[src/rtl/dendrite_compartment.sv]
// Dendritic compartment: masked synaptic current sum, leaky saturating integrator, spike handshake, refractory hold.
// Latency: synapse input -> sum_r 1 cycle, -> vmem 2 cycles; cfg_dout trails cfg_din by CFG_BITS shifts.
// Backpressure: a raised spike waits in FIRE (vmem frozen, inputs ignored) until spike_ready is sampled high.
//
// Ports:
//   clk, reset (async, active-low)
//   cfg_en / cfg_din / cfg_dout : serial config chain {enable, leak_shift[3:0], threshold[WIDTH-1:0]}, MSB first
//   syn_current / syn_valid     : N_SYN signed currents, synapse i at [i*WIDTH +: WIDTH]; invalid ones count as 0
//   vmem                        : registered signed membrane potential
//   spike_valid / spike_ready   : spike event handshake to the neuron
//   sat_flag / sat_clear        : sticky saturation indicator and its clear (clear wins over set)

package fp;
  localparam int WORD_LENGTH = 16;
endpackage

module dendrite_compartment #(
  parameter int N_SYN          = 4,
  parameter int WIDTH          = fp::WORD_LENGTH,
  parameter int REFRACT_CYCLES = 4,
  parameter int CFG_BITS       = WIDTH + 5
) (
  input  logic                     clk,
  input  logic                     reset,
  input  logic                     cfg_en,
  input  logic                     cfg_din,
  output logic                     cfg_dout,
  input  logic [N_SYN*WIDTH-1:0]   syn_current,
  input  logic [N_SYN-1:0]         syn_valid,
  output logic [WIDTH-1:0]         vmem,
  output logic                     spike_valid,
  input  logic                     spike_ready,
  output logic                     sat_flag,
  input  logic                     sat_clear
);

  // Sum width leaves headroom for N_SYN full-scale currents plus a guard bit.
  localparam int SW = WIDTH + $clog2(N_SYN) + 1;
  localparam int VW = WIDTH + 2;
  localparam int CW = (REFRACT_CYCLES > 1) ? $clog2(REFRACT_CYCLES + 1) : 1;

  localparam logic [WIDTH-1:0] VMAX = {1'b0, {(WIDTH-1){1'b1}}};
  localparam logic [WIDTH-1:0] VMIN = {1'b1, {(WIDTH-1){1'b0}}};

  localparam logic [1:0] ST_INTEG   = 2'd0;
  localparam logic [1:0] ST_FIRE    = 2'd1;
  localparam logic [1:0] ST_REFRACT = 2'd2;

  logic [CFG_BITS-1:0] chain;
  logic                enable;
  logic [3:0]          leak_shift;
  logic [WIDTH-1:0]    threshold;

  logic [1:0]          state;
  logic [CW-1:0]       refr_cnt;
  logic [WIDTH-1:0]    sum_r;

  // Config fields are decoded straight off the chain, so they change while shifting.
  assign enable     = chain[CFG_BITS-1];
  assign leak_shift = chain[CFG_BITS-2 -: 4];
  assign threshold  = chain[WIDTH-1:0];
  assign cfg_dout   = chain[CFG_BITS-1];

  // Stage 1: masked sum at full precision, then clamp to WIDTH.
  logic signed [SW-1:0] sum_wide;
  logic                 sum_fits;
  logic [WIDTH-1:0]     sum_sat;

  always_comb begin
    sum_wide = '0;
    for (int i = 0; i < N_SYN; i++) begin
      if (syn_valid[i]) begin
        sum_wide = sum_wide + {{(SW-WIDTH){syn_current[i*WIDTH+WIDTH-1]}},
                               syn_current[i*WIDTH +: WIDTH]};
      end
    end
  end

  // Value fits when all bits from the WIDTH sign position upward agree.
  assign sum_fits = (&sum_wide[SW-1:WIDTH-1]) | ~(|sum_wide[SW-1:WIDTH-1]);
  assign sum_sat  = sum_fits ? sum_wide[WIDTH-1:0] : (sum_wide[SW-1] ? VMIN : VMAX);

  // Stage 2: leak and accumulate. leak_raw is kept in its own signed net so
  // the shift stays arithmetic regardless of the surrounding mux.
  logic signed [VW-1:0] vmem_x;
  logic signed [VW-1:0] sum_x;
  logic signed [VW-1:0] leak_raw;
  logic signed [VW-1:0] leak;
  logic signed [VW-1:0] nxt_wide;
  logic                 nxt_fits;
  logic [WIDTH-1:0]     nxt;
  logic                 fire_now;
  logic                 sat_set;

  assign vmem_x   = {{2{vmem[WIDTH-1]}}, vmem};
  assign sum_x    = {{2{sum_r[WIDTH-1]}}, sum_r};
  assign leak_raw = vmem_x >>> leak_shift;
  assign leak     = (leak_shift == 4'd0) ? '0 : leak_raw;
  assign nxt_wide = vmem_x - leak + sum_x;
  assign nxt_fits = (&nxt_wide[VW-1:WIDTH-1]) | ~(|nxt_wide[VW-1:WIDTH-1]);
  assign nxt      = nxt_fits ? nxt_wide[WIDTH-1:0] : (nxt_wide[VW-1] ? VMIN : VMAX);
  assign fire_now = ($signed(nxt) >= $signed(threshold));

  // A vmem clip only counts when the clipped value is actually loaded.
  assign sat_set  = ~sum_fits | (~nxt_fits & enable & (state == ST_INTEG));

  always_ff @(posedge clk or negedge reset) begin
    if (!reset) begin
      chain       <= '0;
      sum_r       <= '0;
      vmem        <= '0;
      state       <= ST_INTEG;
      refr_cnt    <= '0;
      spike_valid <= 1'b0;
      sat_flag    <= 1'b0;
    end else begin
      if (cfg_en) begin
        chain <= {chain[CFG_BITS-2:0], cfg_din};
      end

      sum_r <= sum_sat;

      if (sat_clear) begin
        sat_flag <= 1'b0;
      end else if (sat_set) begin
        sat_flag <= 1'b1;
      end

      if (!enable) begin
        // Disabled compartment: drop any pending spike and stay cleared.
        state       <= ST_INTEG;
        spike_valid <= 1'b0;
        vmem        <= '0;
        refr_cnt    <= '0;
      end else begin
        case (state)
          ST_INTEG: begin
            vmem <= nxt;
            if (fire_now) begin
              state       <= ST_FIRE;
              spike_valid <= 1'b1;
            end
          end
          ST_FIRE: begin
            if (spike_ready) begin
              vmem        <= '0;
              spike_valid <= 1'b0;
              if (REFRACT_CYCLES > 0) begin
                state    <= ST_REFRACT;
                refr_cnt <= CW'(REFRACT_CYCLES);
              end else begin
                state <= ST_INTEG;
              end
            end
          end
          ST_REFRACT: begin
            vmem <= '0;
            if (refr_cnt == CW'(1)) begin
              state    <= ST_INTEG;
              refr_cnt <= '0;
            end else begin
              refr_cnt <= refr_cnt - CW'(1);
            end
          end
          default: begin
            state       <= ST_INTEG;
            spike_valid <= 1'b0;
            vmem        <= '0;
            refr_cnt    <= '0;
          end
        endcase
      end
    end
  end

endmodule

[config.mk]
export PLATFORM = sky130hd
export DESIGN_NAME = dendrite_compartment
export DESIGN_NICKNAME = d
export VERILOG_FILES = /design/src/rtl/dendrite_compartment.sv
export SDC_FILE = /design/constraint.sdc
export NUM_CORES = 1
export LEC_CHECK = 0
export ABC_AREA = 1
export ABC_CLOCK_PERIOD_IN_PS = 4900
export BUFFER_PORTS_ARGS = -buffer_cell sky130_fd_sc_hd__buf_2
export CAP_MARGIN = 40
export CELL_PAD_IN_SITES_DETAIL_PLACEMENT = 0
export CELL_PAD_IN_SITES_GLOBAL_PLACEMENT = 2
export CORE_ASPECT_RATIO = 1.5
export CORE_MARGIN = 4
export CORE_UTILIZATION = 30
export CTS_CLUSTER_DIAMETER = 120
export DETAILED_ROUTE_END_ITERATION = 8
export GPL_ROUTABILITY_DRIVEN = 0
export PLACE_DENSITY_LB_ADDON = 0.1
export SYNTH_ARGS = -nofsm -noshare
export SYNTH_HDL_FRONTEND = slang
export SYNTH_SLANG_ARGS = --single-unit
[constraint.sdc]
create_clock -name clk -period 4.9 [get_ports clk]
set_input_delay 0.245 -clock clk [delete_from_list [all_inputs] [get_ports clk]]
set_output_delay 0.245 -clock clk [all_outputs]
set_load 0.1 [all_outputs]
==> key figures, run 1 <==
Placed design
  • Pre-CTS setup slack: -984.4 ps
  • Area after DPL: between 0.01 and 0.015 sq mm
  • Port-buffer cells: about 90
  • DP Wirelength: 27.74 mm

Synthesis
  • Yosys warns: 0
  • Seq cells post-synth: 60
  • Syn Inst Count: 1327
  • Sequential-to-total area share from yosys stat: between 15 and 20%
  • EDFF count, synth: 0
  • Share of the synthesized area in the top cell type: 17.87%
  • Area leader, netlist: dfrtp_1
  • Avg Inst Size Synth: about 6.3 sq um
  • Count of cell types in the netlist: 44
  • Synth async-reset ratio: 100.0%
  • Largest cells by area after synthesis: dfrtp_1 (18%), nand2_1 (16%), ha_1 (14%)
  • Mapped cell area: roughly 0.0084 sq mm
  • Post-Syn Nets: between 1500 and 2000
  • Synth Flop Type: dfrtp_1

Power and ir drop
  • Int Power: between 5 and 6 mW
  • Switch Pwr: about 5.5 mW
  • Clk pwr share: between 5 and 6%
  • Comb pwr share: between 80% and 90%
  • Net Sw Frac: between 40% and 50%
  • Sequential share of power: 6.8%
  • Max IR drop VDD: around 0.47 mV
  • Leak: approximately 7 nW
  • Pwr Density: 825.0 mW/mm^2

Floorplan
  • Core Area: 0.02741 sq mm
  • Die X: ~140 um
  • Ports: 93
  • DIE AREA: 0.03081 sq mm
  • Die Ht: around 210 um
  • Row cnt: 74
  • Initial Util: between 30 and 40%

Layout
  • Layout fillers: 2889
  • Fraction of final layout cells with drive strength greater than 1: between 40% and 50%
  • Post-layout nets: approximately 1900
  • Most common cell after layout, fill and taps aside: buf_4
  • Register area: approximately 0.0015 sq mm
  • Multi-input gate area: roughly 0.0073 sq mm
  • Antenna fix cells: 0
  • Post-route cell area: 0.01360 sq mm
  • Commonest non-fill, non-tap cells in the layout: buf_4 (333), nand2_1 (299), inv_1 (197)
  • Layout overhead on the synthesized area: 61.84%

CTS
  • CTS tree: done
  • Max clock buf depth: 2
  • Clock Root Buffer: clkbuf_16
  • # hold bufs at CTS: 0
  • Total CTS buffers: 9
  • Clock Latency Late Sink: about 350 ps
  • CTS H-tree lvls: 3
  • Worst-path clk slew: ~50 ps
  • Clk sinks: 60

Setup path
  • Critical path class: flop to flop
  • CP max stage cell: fa_1
  • Crit path max-delay family: compound AO/OA/AOI/OAI gates
  • Most used cell, CP: nand2_2
  • Critical Path RT: just over 5000 ps
  • R2R Setup Slk: -290 ps
  • CP max stage delay: 440 ps
  • Worst Path Buf+Inv: 8
  • Crit path arrival time: 5470 ps
  • CP endpoint kind: flop
  • Worst setup SP type: flop
  • Max FO, Critical Path: 18

Status
  • Failing checks: negative setup slack
  • Status: finished with violations

STA
  • Worst-Margin Slew: approximately 870 ps
  • Fmax: between 0.15 and 0.2 GHz
  • Final hold violations: 0
  • Worst setup margin: -294.6 ps
  • RSZ-0062 raised after global routing: yes
  • Final worst path period share: 106.0%
  • Period minus WS final: between 5000 and 6000 ps
  • Setup violations, final: 3
  • Normalized max-slew margin: a little over two fifths
  • Slew Viols, Final: 0
  • Worst clock skew: just under 5 ps

Drt
  • Avg WL per Cell: around 16 um
  • Drt drc: 0
  • Via-to-Cell Ratio: 4.822
  • Drt first pass iters: 4
  • Post-Route WL: 33.43 mm
  • DRT iter0 DRCs: 260
  • DR vias: ~10000
  • Antenna viol nets, final: 0

Global routing
  • Met2 GRT Util: a little over two fifths
  • First-pass GRT wire length: around 51 mm
  • Total track usage: a little over a fifth
  • Vias in the first global route: slightly above 10000
  • GRT busiest layer: met2
  • Grt ovf: 0
  • Met1 usage: between 20 and 25%
  • Largest net degree at the start of global routing: between 60 and 70
  • Initial antenna violation count: 0
  • Global Route met3 Usage: under 10%

Flow run
  • Max-Cap Viols: 0

Worst hold path
  • Hold WC Path Type: input port to async pin
logic make-up after synthesis:
group,count (synthesis),synth area share [%]
flops,60,17.87
compound gates,289,18.69
simple gates,575,29.20
xor+xnor,42,4.378
fa+ha+maj,109,17.84
mux,5,0.6105
buf+inv,247,11.42
area by class of cell:
cell class                 instances  share of cell area (%)
clock inverter                     4                  0.3496
sequential                        60                   11.34
inverter                         215                   5.953
tap                              342                   3.147
multi-input combinational       1023                   53.99
timing repair buffer             438                   23.33
clock buffer                      12                   1.886
metrics by stage:
stage	power, mW	hold WS [ps]	instances	TNS (ps)	utilization [%]
2_1_floorplan	5.177	-50.59	1327	0	-
3_3_place_gp	8.975	459.5	2044	-18310	42.32
3_5_place_dp	8.951	465.1	2045	-17860	42.42
4_1_cts	10.46	98.24	2073	-861.0	45.49
5_1_grt	12.21	137.8	2094	-2326	49.62
6_report	11.22	67.40	2094	-805.0	49.62
repair_timing:
action	in CTS	in global routing
endpoints found under the setup margin	20	20
gates cloned	2	2
resized for setup	108	212
pin swaps	33	104
buffers inserted	10	20
flip-flops by register name, summed over array words and instances, names as in the netlist:
name and flops:
vmem 16, chain 21, state 2, sum_r 16, spike_valid 1, sat_flag 1
refr_cnt 3
worst reg2reg max path, delay by kind of cell, from the launching register on:
family | cells | cell delay [ps]
adders and majority gates | 3 | 890
and+or+nand+nor | 12 | 1040
muxes | 1 | 110
DFF | 1 | 390
AOI/OAI and AO/OA | 9 | 1450
xor gates and xnor gates | 1 | 150
buffers and inverters | 8 | 1100
power groups by stage:
stage	Sequential, mW	Clock [mW]	Combinational [mW]
3_3_place_gp	0.766	0	8.21
4_1_cts	0.764	0.664	9.03
2_1_floorplan	1.10	0	4.08
3_5_place_dp	0.769	0	8.18
6_report	0.760	0.651	9.81
5_1_grt	0.781	0.688	10.7
cells in the mapped netlist (18+ instances only):
library cell  count
nand2_1         357
inv_1           211
o21ai_0         133
nand3_1          97
a21oi_1          96
ha_1             91
nor2_1           61
dfrtp_1          60
clkbuf_1         26
xnor2_1          22
xor2_1           20
fa_1             18
path summary, 6_finish.rpt:
check,start,endpoint,cells past startpoint
min reg2reg,chain[12],chain[13],2
max in group asynchronous,reset,vmem[12],2
max,chain[16],state[1],34
min,reset,chain[0],2
min in group clk,cfg_din,chain[0],2
max reg2reg,chain[16],state[1],34
routing by layer:
layer | part of all wire (%) | vias up
met1 | 36 | 4666
met3 | 2.1 | 68
li1 | - | 5194
met2 | 57 | 169
met4 | 4.8 | 0
met5 | 0 | -
Note: power is estimated with default switching activity, not from simulation.
==> inputs of run 2 (changes only) <==
ABC_CLOCK_PERIOD_IN_PS = 6100   (was 4900)
CORE_UTILIZATION = 36   (was 30)
CTS_CLUSTER_SIZE = 8   (was default)
clock period = 6.1 ns   (was 4.9 ns; I/O delays follow)
==> key figures, run 2 (synthesis results as in run 1) <==
CTS
  • Total CTS buffers: 9 (unchanged)
  • # hold bufs at CTS: 0 (unchanged)
  • Max clock buf depth: 2 (unchanged)
  • Post-CTS sizing: 0 (-100%)
  • Clk sinks: 60 (unchanged)
  • Clock Root Buffer: clkbuf_16
  • CTS tree: done
  • # Post-CTS Setup Buffers: 0 (-10)
  • CTS H-tree lvls: 3 (unchanged)
  • Clock Latency Late Sink: 340 ps (about the same)
  • Worst-path clk slew: 60 ps (about the same)

Setup path
  • CP max stage cell: fa_1
  • Crit path arrival time: 5780 ps (+310 ps)
  • Critical path class: flop to flop
  • Worst setup SP type: flop
  • CP max stage delay: 490 ps (+50 ps)
  • CP endpoint kind: flop
  • Critical Path RT: 6320 ps (+1150 ps)
  • Max FO, Critical Path: 4 (-14)

STA
  • Worst-Margin Slew: 905.3 ps (+34.87 ps)
  • Setup TNS: 0 ps (+805.0 ps)
  • Period minus WS final: 5562 ps (+367.7 ps)
  • Setup violations, final: 0 (-3)
  • Fin Hold WS: 132.3 ps (+64.89 ps)
  • Worst clock skew: 6.842 ps (+2.027 ps)
  • Slew Viols, Final: 0 (unchanged)
  • Final worst path period share: 91.19% (-15 points)
  • Final hold violations: 0 (unchanged)
  • RSZ-0062 raised after global routing: no
  • Fmax: 0.1798 GHz (-6.6%)
  • Normalized max-slew margin: 39.58% (-2.3 points)

Global routing
  • Total track usage: 22.66% (+1.3 points)
  • Grt ovf: 0 (unchanged)
  • Initial antenna violation count: 1 (+1)
  • Vias in the first global route: 9197 (-9.9%)
  • Largest net degree at the start of global routing: 61 (unchanged)
  • First-pass GRT wire length: 46.51 mm (-8.3%)

Layout
  • Most common cell after layout, fill and taps aside: nand2_1
  • Post-route cell area: 0.009812 sq mm (-28%)
  • Commonest non-fill, non-tap cells in the layout: nand2_1 (357), inv_1 (211), o21ai_0 (124)
  • Final core utilization: 42.71% (-6.9 points)
  • Layout overhead on the synthesized area: 16.77%
  • Antenna fix cells: 0 (unchanged)
  • Top reg by flops: chain
  • Layout fillers: 2590 (-10%)
  • Post-layout nets: 1635 (-15%)
  • Largest registers: chain (21), sum_r (16), vmem (16)
  • Fraction of final layout cells with drive strength greater than 1: 13.73% (-28 points)
  • Number of flip-flops in the largest register: 21 (unchanged)

Drt
  • Via-to-Cell Ratio: 5.096 (+5.7%)
  • Drt first pass iters: 5 (+1)
  • DR vias: 8852 (-12%)
  • Avg WL per Cell: 16.69 um (+4.5%)
  • Post-Route WL: 28.99 mm (-13%)
  • Drt drc: 0 (unchanged)
  • Antenna viol nets, final: 0 (unchanged)
  • DRT iter0 DRCs: 315 (+21%)

Floorplan
  • DIE AREA: 0.02590 sq mm (-16%)
  • Row cnt: 68 (-8.1%)
  • Die Ht: 195.1 um (-8.4%)
  • Core Area: 0.02297 sq mm (-16%)
  • Initial Util: 36.58% (+5.9 points)
  • Die X: 132.7 um (-8.2%)
  • Ports: 93 (unchanged)

Power and ir drop
  • Max IR drop VDD: 0.3800 mV (-19%)
  • Pwr Density: 677.6 mW/mm^2 (-18%)
  • Design Power: 6.648 mW (-41%)
  • Leak: 5.379 nW (-23%)

Placed design
  • Area after DPL: 0.009479 sq mm (-18%)
  • Port-buffer cells: 92 (unchanged)
  • DP Wirelength: 25.03 mm (-9.8%)

Status
  • Status: complete, no violations

Flow run
  • Max-Cap Viols: 0 (unchanged)

Worst hold path
  • Hold WC Path Type: input port to async pin
-- run 2: cell types whose count changed in the layout (fill, tap and decap cells not counted), moves of 15 or more --
cell,before,now
buf_4,333,53
nand2_1,299,357
nand2_2,62,16
o21ai_0,82,124
ha_1,50,91
ha_4,38,0
a21oi_1,61,94
a21oi_2,27,2
o21ai_2,26,1
dfrtp_1,45,60
nand3_1,82,97
-- run 2: final cells by class --
cell class                      instances  area (sq um)  share of cell area (%)
Clock buffer                           12         256.5                   2.614
Inverter                              215         807.0                   8.225
Tap cell                              280         350.3                   3.571
Timing Repair Buffer                  146         878.3                   8.952
Sequential cell                        60          1501                   15.30
Clock inverter                          4         47.55                  0.4846
Multi-Input combinational cell       1020          5971                   60.85
-- run 2: path summary, 6_finish.rpt --
| path | start | endpoint | slack (ps) | depth (start not counted) |
|---|---|---|---|---|
| hold reg to reg | chain[9] | chain[10] | 480 | 2 |
| max in group asynchronous | reset | sum_r[9] | 5440 | 2 |
| hold / removal | reset | chain[0] | 130 | 2 |
| setup reg to reg | vmem[13] | state[1] | 540 | 30 |
| min in group clk | cfg_din | chain[0] | 200 | 2 |
| setup / recovery | vmem[13] | state[1] | 540 | 30 |
-- run 2: critical path: cells and delay by family, from the launching register on --
kind	cells	cell delay [ps]
simple gates	7	940
buf+inv	5	760
flops	1	440
xor+xnor	1	320
mux	1	270
fa+ha+maj	3	1120
compound gates	13	1580
-- run 2: stage by stage --
step	cells	setup WS, ps
2_1_floorplan	1327	466.3
3_5_place_dp	1721	276.9
3_3_place_gp	1721	301.2
4_1_cts	1737	361.6
6_report	1737	537.7
5_1_grt	1737	36.09
-- run 2: power breakdown --
part | leakage (nW) | switching, mW | total, mW | internal (mW)
combinational | 4.48 | 3.41 | 5.53 | 2.12
clock | 0.149 | 0.187 | 0.524 | 0.337
sequential | 0.755 | 0.0723 | 0.595 | 0.523
total | 5.38 | 3.67 | 6.65 | 2.98
-- run 2: per-layer routing --
layer	global-route usage, %	wire, um	up-vias
met1	23.20	10940	4050
met2	46.03	16270	155
met5	0	7	-
met4	9.900	1148	2
met3	1.546	618	57
li1	-	-	4588
==> inputs of run 3 (changes only) <==
ABC_CLOCK_PERIOD_IN_PS = 4500   (was 6100)
CORE_UTILIZATION = 30   (was 36)
SLEW_MARGIN = 5   (was default)
clock period = 4.5 ns   (was 6.1 ns; I/O delays follow)
==> key figures, run 3 (synthesis results as in run 1) <==
Layout
  • Most common cell after layout, fill and taps aside: buf_4
  • Multi-input gate area: 0.007935 sq mm (+33%)
  • Top reg by flops: chain
  • Layout overhead on the synthesized area: 77.69%
  • Commonest non-fill, non-tap cells in the layout: buf_4 (396), nand2_1 (274), inv_1 (173)
  • Antenna fix cells: 0 (unchanged)
  • Final core utilization: 54.48% (+12 points)
  • Post-layout nets: 2009 (+23%)
  • Non-Filler Instances: 2173 (+25%)
  • Number of flip-flops in the largest register: 21 (unchanged)
  • Largest registers: chain (21), sum_r (16), vmem (16)
  • Register area: 0.001551 sq mm (+3.3%)
  • Fraction of final layout cells with drive strength greater than 1: 50.63% (+37 points)
  • Layout fillers: 2708 (+4.6%)
  • Post-route cell area: 0.01493 sq mm (+52%)

Setup path
  • Crit path arrival time: 5530 ps (-250 ps)
  • Crit path max-delay family: buffers and inverters
  • Worst Path Buf+Inv: 17 (+12)
  • Critical Path RT: 4750 ps (-1570 ps)
  • Max FO, Critical Path: 8 (+4)
  • Critical path class: flop to flop
  • CP endpoint kind: flop
  • Worst setup SP type: flop
  • Most used cell, CP: buf_4
  • CP max stage cell: dfrtp_2
  • CP max stage delay: 470 ps (-20 ps)

CTS
  • Clk sinks: 60 (unchanged)
  • CTS tree: done
  • Max clock buf depth: 2 (unchanged)
  • Worst-path clk slew: 50 ps (about the same)
  • Clock Root Buffer: clkbuf_16
  • Total CTS buffers: 9 (unchanged)
  • Clock Latency Late Sink: 350 ps (about the same)
  • CTS H-tree lvls: 3 (unchanged)

Placed design
  • Placed Instances: 2063 (+20%)
  • Area after DPL: 0.01197 sq mm (+26%)
  • DP Wirelength: 28.16 mm (+13%)
  • Port-buffer cells: 92 (unchanged)

Global routing
  • First-pass GRT wire length: 53.96 mm (+16%)
  • Total track usage: 22.62% (-0.034 points)
  • Initial antenna violation count: 0 (-1)
  • Largest net degree at the start of global routing: 47 (-23%)
  • Grt ovf: 0 (unchanged)
  • Vias in the first global route: 10616 (+15%)

STA
  • Normalized max-slew margin: 55.48% (+16 points)
  • Worst clock skew: 11.74 ps (+4.897 ps)
  • Fmax: 0.1894 GHz (+5.3%)
  • Final worst path period share: 117.4% (+26 points)
  • Fin Hold WS: 114.5 ps (-17.76 ps)
  • Final hold violations: 0 (unchanged)
  • Setup violations, final: 13 (+13)
  • Worst setup margin: -780.8 ps (-1318 ps)
  • Worst-Margin Slew: 667.8 ps (-237.5 ps)
  • Period minus WS final: 5281 ps (-281.5 ps)
  • RSZ-0062 raised after global routing: yes
  • Slew Viols, Final: 0 (unchanged)

Drt
  • Drt first pass iters: 4 (-1)
  • Avg WL per Cell: 16.30 um (-2.3%)
  • DR vias: 10448 (+18%)
  • Post-Route WL: 35.42 mm (+22%)
  • DRT iter0 DRCs: 292 (-7.3%)
  • Antenna viol nets, final: 0 (unchanged)
  • Drt drc: 0 (unchanged)
  • Via-to-Cell Ratio: 4.808 (-5.7%)

Status
  • Status: finished with violations
  • Failing checks: negative setup slack

Flow run
  • Max-Cap Viols: 0 (unchanged)

Floorplan
  • Die Ht: 213.0 um (+9.2%)
  • Initial Util: 30.66% (-5.9 points)
  • Ports: 93 (unchanged)
  • DIE AREA: 0.03081 sq mm (+19%)
  • Core Area: 0.02741 sq mm (+19%)
  • Row cnt: 74 (+8.8%)
  • Die X: 144.7 um (+9.0%)

Worst hold path
  • Hold WC Path Type: input port to flop
## run 3: layer usage
metal  share of wire, %  GRT usage, %  routed length (um)  vias up
met5                  0             0                   0        -
met4                5.4         10.30                1917        0
met3                1.5         1.568                 537       69
met2                 56         45.00               19790      153
met1                 37         23.47               13170     4872
li1                   -             -                   -     5354
## run 3: path summary, 6_finish.rpt
kind                                 from   endpoint  slack (ps)  cells after the start
worst min register to register  chain[10]  chain[11]         480                      2
worst min-delay path              cfg_din   chain[0]         110                      2
worst max register to register  chain[16]   vmem[14]        -780                     36
max in group asynchronous           reset    vmem[4]        3160                      3
worst max-delay path            chain[16]   vmem[14]        -780                     36
min in group asynchronous           reset  chain[13]         320                      2
## run 3: worst register-to-register path: cells and delay by family, from the launching register on
family / cells / cell delay (ps)
buffers and inverters: 17 / 2010
AO/OA/AOI/OAI: 7 / 920
adder cells (fa/ha/maj): 3 / 840
AND/OR/NAND/NOR: 8 / 740
flip-flops: 1 / 470
multiplexers: 1 / 220
## run 3: per-stage QoR
step | TNS [ps] | setup WS (ps)
3_5_place_dp | -20300 | -1072
6_report | -3776 | -780.8
3_3_place_gp | -20430 | -1075
5_1_grt | -9509 | -1047
4_1_cts | -2920 | -663.7
2_1_floorplan | -3556 | -254.3
## run 3: layout make-up
class | count | share of cell area [%]
clock buffers | 10 | 1.600
clock inverters | 6 | 0.4274
inverters | 215 | 5.522
multi-input cells | 1022 | 53.14
flip-flops and latches | 60 | 10.39
well taps | 342 | 2.866
repair buffers | 518 | 26.05
## run 3: repair_timing
item | CTS | global route
pin swaps | 118 | 129
setup endpoints to repair | 20 | 22
hold buffers | 1 | 0
resized for setup | 277 | 162
setup buffers | 74 | 16
endpoints found under the hold margin | 14 | 0
cloned | 3 | 3
Power of run 3 is left out: the tool's default activity adds up to more than one toggle a clock period on the data nets, which glitch-free logic cannot reach.
